`config.mk`:
```
export PLATFORM = sky130hd
export DESIGN_NAME = program_loader
export DESIGN_NICKNAME = d
export VERILOG_FILES = /design/src/rtl/program_loader.sv
export SDC_FILE = /design/constraint.sdc
export NUM_CORES = 1
export LEC_CHECK = 0
export CAP_MARGIN = 20
export CORE_MARGIN = 8
export CORE_UTILIZATION = 51
export DETAILED_ROUTE_END_ITERATION = 8
export PLACE_DENSITY = 0.78
export SLEW_MARGIN = 20
export SYNTH_ARGS = -nofsm -noshare
export SYNTH_HDL_FRONTEND = slang
export SYNTH_SLANG_ARGS = --single-unit
```
`constraint.sdc`:
```
create_clock -name clk -period 2 [get_ports clk]
set_input_delay 0.2 -clock clk [delete_from_list [all_inputs] [get_ports clk]]
set_output_delay 0.2 -clock clk [all_outputs]
set_load 0.005 [all_outputs]
```
`src/rtl/program_loader.sv`:
```
// program_loader: receives a length-prefixed byte stream, assembles 19-bit words into instruction memory,
// then releases the CPU after a fixed idle delay.
module program_loader #(
  parameter int RUN_DELAY = 2
) (
  input  logic        clk,
  input  logic        rst,
  input  logic [7:0]  in_data,
  input  logic        in_valid,
  output logic        in_ready,
  input  logic        start,
  output logic        imem_we,
  output logic [7:0]  imem_addr,
  output logic [18:0] imem_wdata,
  output logic        cpu_run,
  output logic [8:0]  words_loaded,
  output logic [18:0] checksum
);
  typedef enum logic [2:0] {S_LEN, S_B0, S_B1, S_B2, S_WRITE, S_WAIT, S_DONE} state_t;
  state_t state, nextState;
  logic        xfer;
  logic [8:0]  lenN;
  logic [2:0]  byte0;
  logic [7:0]  byte1;
  logic [3:0]  waitCnt;
  logic [18:0] word;
  assign xfer = in_valid && in_ready;
  assign word = {byte0, byte1, in_data};
  always_ff @(posedge clk or negedge rst)
    if (!rst) state <= S_LEN;
    else state <= nextState;
  always_comb begin
    nextState = state;
    case (state)
      S_LEN:   nextState = xfer ? S_B0 : S_LEN;
      S_B0:    nextState = xfer ? S_B1 : S_B0;
      S_B1:    nextState = xfer ? S_B2 : S_B1;
      S_B2:    nextState = xfer ? S_WRITE : S_B2;
      S_WRITE: nextState = (words_loaded == lenN) ? S_WAIT : S_B0;
      S_WAIT:  nextState = (waitCnt == 4'(RUN_DELAY - 1)) ? S_DONE : S_WAIT;
      S_DONE:  nextState = start ? S_LEN : S_DONE;
      default: nextState = S_LEN;
    endcase
  end
  // outputs are registered from the next state so they line up with the state they describe
  always_ff @(posedge clk or negedge rst) begin
    if (!rst) begin
      in_ready     <= 1'b0;
      imem_we      <= 1'b0;
      imem_addr    <= 8'd0;
      imem_wdata   <= 19'd0;
      cpu_run      <= 1'b0;
      words_loaded <= 9'd0;
      checksum     <= 19'd0;
      lenN         <= 9'd0;
      byte0        <= 3'd0;
      byte1        <= 8'd0;
      waitCnt      <= 4'd0;
    end else begin
      in_ready <= nextState inside {S_LEN, S_B0, S_B1, S_B2};
      imem_we  <= nextState == S_WRITE;
      cpu_run  <= nextState == S_DONE;
      waitCnt  <= (state == S_WAIT) ? waitCnt + 4'd1 : 4'd0;
      if (xfer && state == S_LEN) begin
        lenN         <= (in_data == 8'd0) ? 9'd256 : {1'b0, in_data};
        imem_addr    <= 8'd0;
        words_loaded <= 9'd0;
        checksum     <= 19'd0;
      end
      if (xfer && state == S_B0) byte0 <= in_data[2:0];
      if (xfer && state == S_B1) byte1 <= in_data;
      if (xfer && state == S_B2) begin
        imem_wdata   <= word;
        checksum     <= checksum ^ word;
        words_loaded <= words_loaded + 9'd1;
      end
      if (state == S_WRITE) imem_addr <= imem_addr + 8'd1;
    end
  end
endmodule

```
==> results.sh <==
export IMPL_status="finished, final reports clean"
export IMPL_cts_htree_levels=3
export IMPL_rows=31
export IMPL_seq_area_frac_synth_pct=55.7
export IMPL_ys_flop_type="dfrtp_1"
export IMPL_path_max_fanout=16
export IMPL_clock_skew_ps=10.0
export IMPL_place_congestion=0.826
export IMPL_whs_ps=355
export IMPL_r2r_end="checksum[14]"
export IMPL_ys_async_sr_fraction_pct=100
export IMPL_wl_per_cell_um=16.5
export IMPL_synth_edf_count=0
export IMPL_pre_cts_slack_ps=-0.695
export IMPL_power_frac_seq_pct=42.2
export IMPL_grt_pass1_wl_mm=14.5
export IMPL_antenna_found_initial=0
export IMPL_place_inst=516
export IMPL_relSlewSlack_pct=65.1
export IMPL_fmax_ghz=0.597
export IMPL_multi_input_area_um2=1570
export IMPL_cp_start_kind="flip-flop"
export IMPL_ios=70
export IMPL_cts_buffer_depth=2
export IMPL_cts_inserted_buffers=9
export IMPL_power_w=0.00696
export IMPL_avgSynthCellArea_um2=10.9
export IMPL_period_share_pct=83.8
export IMPL_drt_iter0_markers=101
export IMPL_cts_tree="done"
export IMPL_die_area_um2=10500
export IMPL_initial_utilization_pct=52.7
export IMPL_drt_met1_wl_mm=3.83
export IMPL_slowest_stage="dfrtp_1"
export IMPL_drv_slew=0
export IMPL_core_um2=7250
export IMPL_insertion_delay_ps=350
export IMPL_cp_end_kind="flip-flop"
export IMPL_dr_wl_met2_mm=4.21
export IMPL_synth_nets=367
export IMPL_ctsHoldBuffers=1
export IMPL_ant_nets=0
export IMPL_slowest_delay_ps=430
export IMPL_fp_dieW_um=103
export IMPL_vdd_ir_drop_max_v=0.000854
export IMPL_ys_seq_elements=85
export IMPL_intPower_w=0.00453
export IMPL_viasPerCell=5.30
export IMPL_hp_class="in -> async"
export IMPL_num_nets_final=445
export IMPL_setup_tns_ps=0
export IMPL_routed_wl_met3_um=606
export IMPL_cts_sinks=85
export IMPL_critPathArrivalTime_ps=1950
export IMPL_seqCellArea_um2=2130
export IMPL_combPwrFrac_pct=40.0
export IMPL_vias=2825
export IMPL_pwr_share_clk_pct=17.8
export IMPL_yosysWarnings=0
export IMPL_postCtsSetupBuffers=0
export IMPL_routed_wl_mm=8.77
export IMPL_diodes=0
export IMPL_grt_max_degree=46
export IMPL_switchingPower_w=0.00243
export IMPL_grt_usage_pct=17.7
export IMPL_drive_gt1_share_pct=14.5
export IMPL_critPathRequiredTime_ps=2270
export IMPL_static_leakage_power_nw=2.38
export IMPL_path_cells="and3b_1 > buf_4 > nand2_2 > buf_4 > nand2_1 > mux2i_1"
export IMPL_rsz0062_at_grt="no"
export IMPL_cts_resized=0
export IMPL_cts_root_buf="clkbuf_8"
export IMPL_dieHeight_um=103
export IMPL_overflow=0
export IMPL_sw_frac_of_total_pct=34.9
export IMPL_top_layer="met4"
export IMPL_port_buffers=69
export IMPL_drcViolationCount=0
export IMPL_hold_viol_final=0
export IMPL_fill_cells=565
export IMPL_netlist_area_um2=3820
export IMPL_powerDensity_nw_per_um2=1430
export IMPL_worst_slew_pin_slew_ps=524
export IMPL_r2r_slack_ps=320
export IMPL_period_needed_ps=1680
export IMPL_first_pass_iters=5
export IMPL_cts_clk_slew_worst_paths_ps=90
export IMPL_dpl_hpwl_mm=6.37
export IMPL_netlist_instances=351
export IMPL_crit_top_cell="buf_4"
export IMPL_setup_ws_ps=324
export IMPL_synthDistinctLibCells=45
export IMPL_r2r_cells=6
export IMPL_maxCapViolCount=0
export IMPL_areaGrowthSynthToFinish_pct=27.3
export IMPL_path_class="reg -> reg"
export IMPL_setup_viol_count_final=0
export IMPL_first_global_vias=3046
export IMPL_final_cells=533
export IMPL_r2r_start="in_ready"
==> area by class of cell <==
class | count | area share [%]
Tap cell | 99 | 2.55
Inverter | 6 | 0.489
Clock inverter | 5 | 1.21
Timing Repair Buffer | 83 | 16.9
Multi-Input combinational cell | 244 | 32.2
Clock buffer | 11 | 2.91
Sequential cell | 85 | 43.8
==> per-stage QoR <==
| stage | cell area, um2 | util [%] |
|---|---|---|
| floorplan | 3820 | - |
| global placement | 4650 | 64.1 |
| detailed placement | 4650 | 64.1 |
| CTS | 4860 | 67.0 |
| global route | 4860 | 67.0 |
| finish | 4860 | 67.0 |
==> power by group through the flow <==
stage	Sequential, W	Clock [W]	Combinational, W
4_1_cts	0.00294	0.00125	0.00282
5_1_grt	0.00302	0.00132	0.00306
3_3_place_gp	0.00293	0	0.00271
2_1_floorplan	0.00283	0	0.00157
6_report	0.00294	0.00124	0.00278
3_5_place_dp	0.00295	0	0.00281
==> logic make-up (layout without fill, tap and decap cells) <==
logic type | Yosys count | after routing | synth area share [%]
AOI/OAI and AO/OA | 32 | 32 | 5.50
xor gates and xnor gates | 12 | 12 | 2.75
adders and majority gates | 4 | 4 | 1.31
buffers and inverters | 22 | 105 | 3.34
DFF | 85 | 85 | 55.7
muxes | 43 | 43 | 12.0
and+or+nand+nor | 153 | 153 | 19.4
==> cell usage in the layout, fill, tap and decap left out, types with 3 or more instances in the layout <==
master and instances:
nand2_1 101, dfrtp_1 85, clkdlybuf4s50_1 68, mux2i_1 24
mux2_2 18, buf_4 12, clkbuf_8 10, nor2_1 9
o21ai_0 9, nand2_4 8, xor2_1 7, nand3_1 7
nand4_1 6, a21oi_1 6, inv_1 5, xnor2_1 5
a22o_1 4, ha_1 4, nor3_1 3, nor3b_1 3
nor4_1 3
==> worst max-delay path by stage <==
stage / startpoint / end / slack, ps / depth (start not counted)
5_1_grt: in_ready / checksum[14] / 220 / 6
6_report: in_ready / checksum[14] / 320 / 6
3_5_place_dp: in_valid / byte1[1] / -0.7 / 6
4_1_cts: in_ready / checksum[14] / 300 / 6
2_1_floorplan: in_ready / lenN[7] / 490 / 5
3_3_place_gp: in_valid / byte1[5] / 40 / 6
==> routing by layer <==
metal | track usage (%) | vias to the layer above
li1 | - | 1335
met1 | 21.3 | 1400
met2 | 28.6 | 78
met3 | 5.81 | 12
met4 | 7.11 | 0
met5 | 0 | -
==> state kept, by name (all words and copies together) (netlist names), 3 cells and up <==
register / cells
checksum: 19
imem_wdata: 19
lenN: 9
words_loaded: 9
byte1: 8
imem_addr: 8
waitCnt: 4
byte0: 3
state: 3
==> cells in the mapped netlist (all sizes together) (3+ instances only) <==
| cell type | number | area (um2) |
|---|---|---|
| o21ai | 9 | 45.0 |
| a22o | 4 | 35.0 |
| a21oi | 6 | 30.0 |
| nor3b | 4 | 35.0 |
| xor2 | 7 | 61.3 |
| inv | 5 | 18.8 |
| buf | 12 | 88.8 |
| nor2 | 10 | 40.0 |
| clkbuf | 4 | 15.0 |
| ha | 4 | 50.1 |
| nand4 | 6 | 37.5 |
| dfrtp | 85 | 2130 |
| nor4 | 4 | 31.3 |
| xnor2 | 5 | 43.8 |
| nand2 | 110 | 475 |
| nor3 | 3 | 15.0 |
| mux2i | 24 | 240 |
| mux2 | 19 | 218 |
| nand3 | 8 | 52.6 |
==> worst max-delay path: cells and delay by family (launching register included) <==
kind / cells / cell delay, ps
buffers and inverters: 2 / 430
AND/OR/NAND/NOR: 3 / 580
multiplexers: 1 / 160
flip-flops: 1 / 430
No activity file was read; power rests on OpenSTA's default activity.
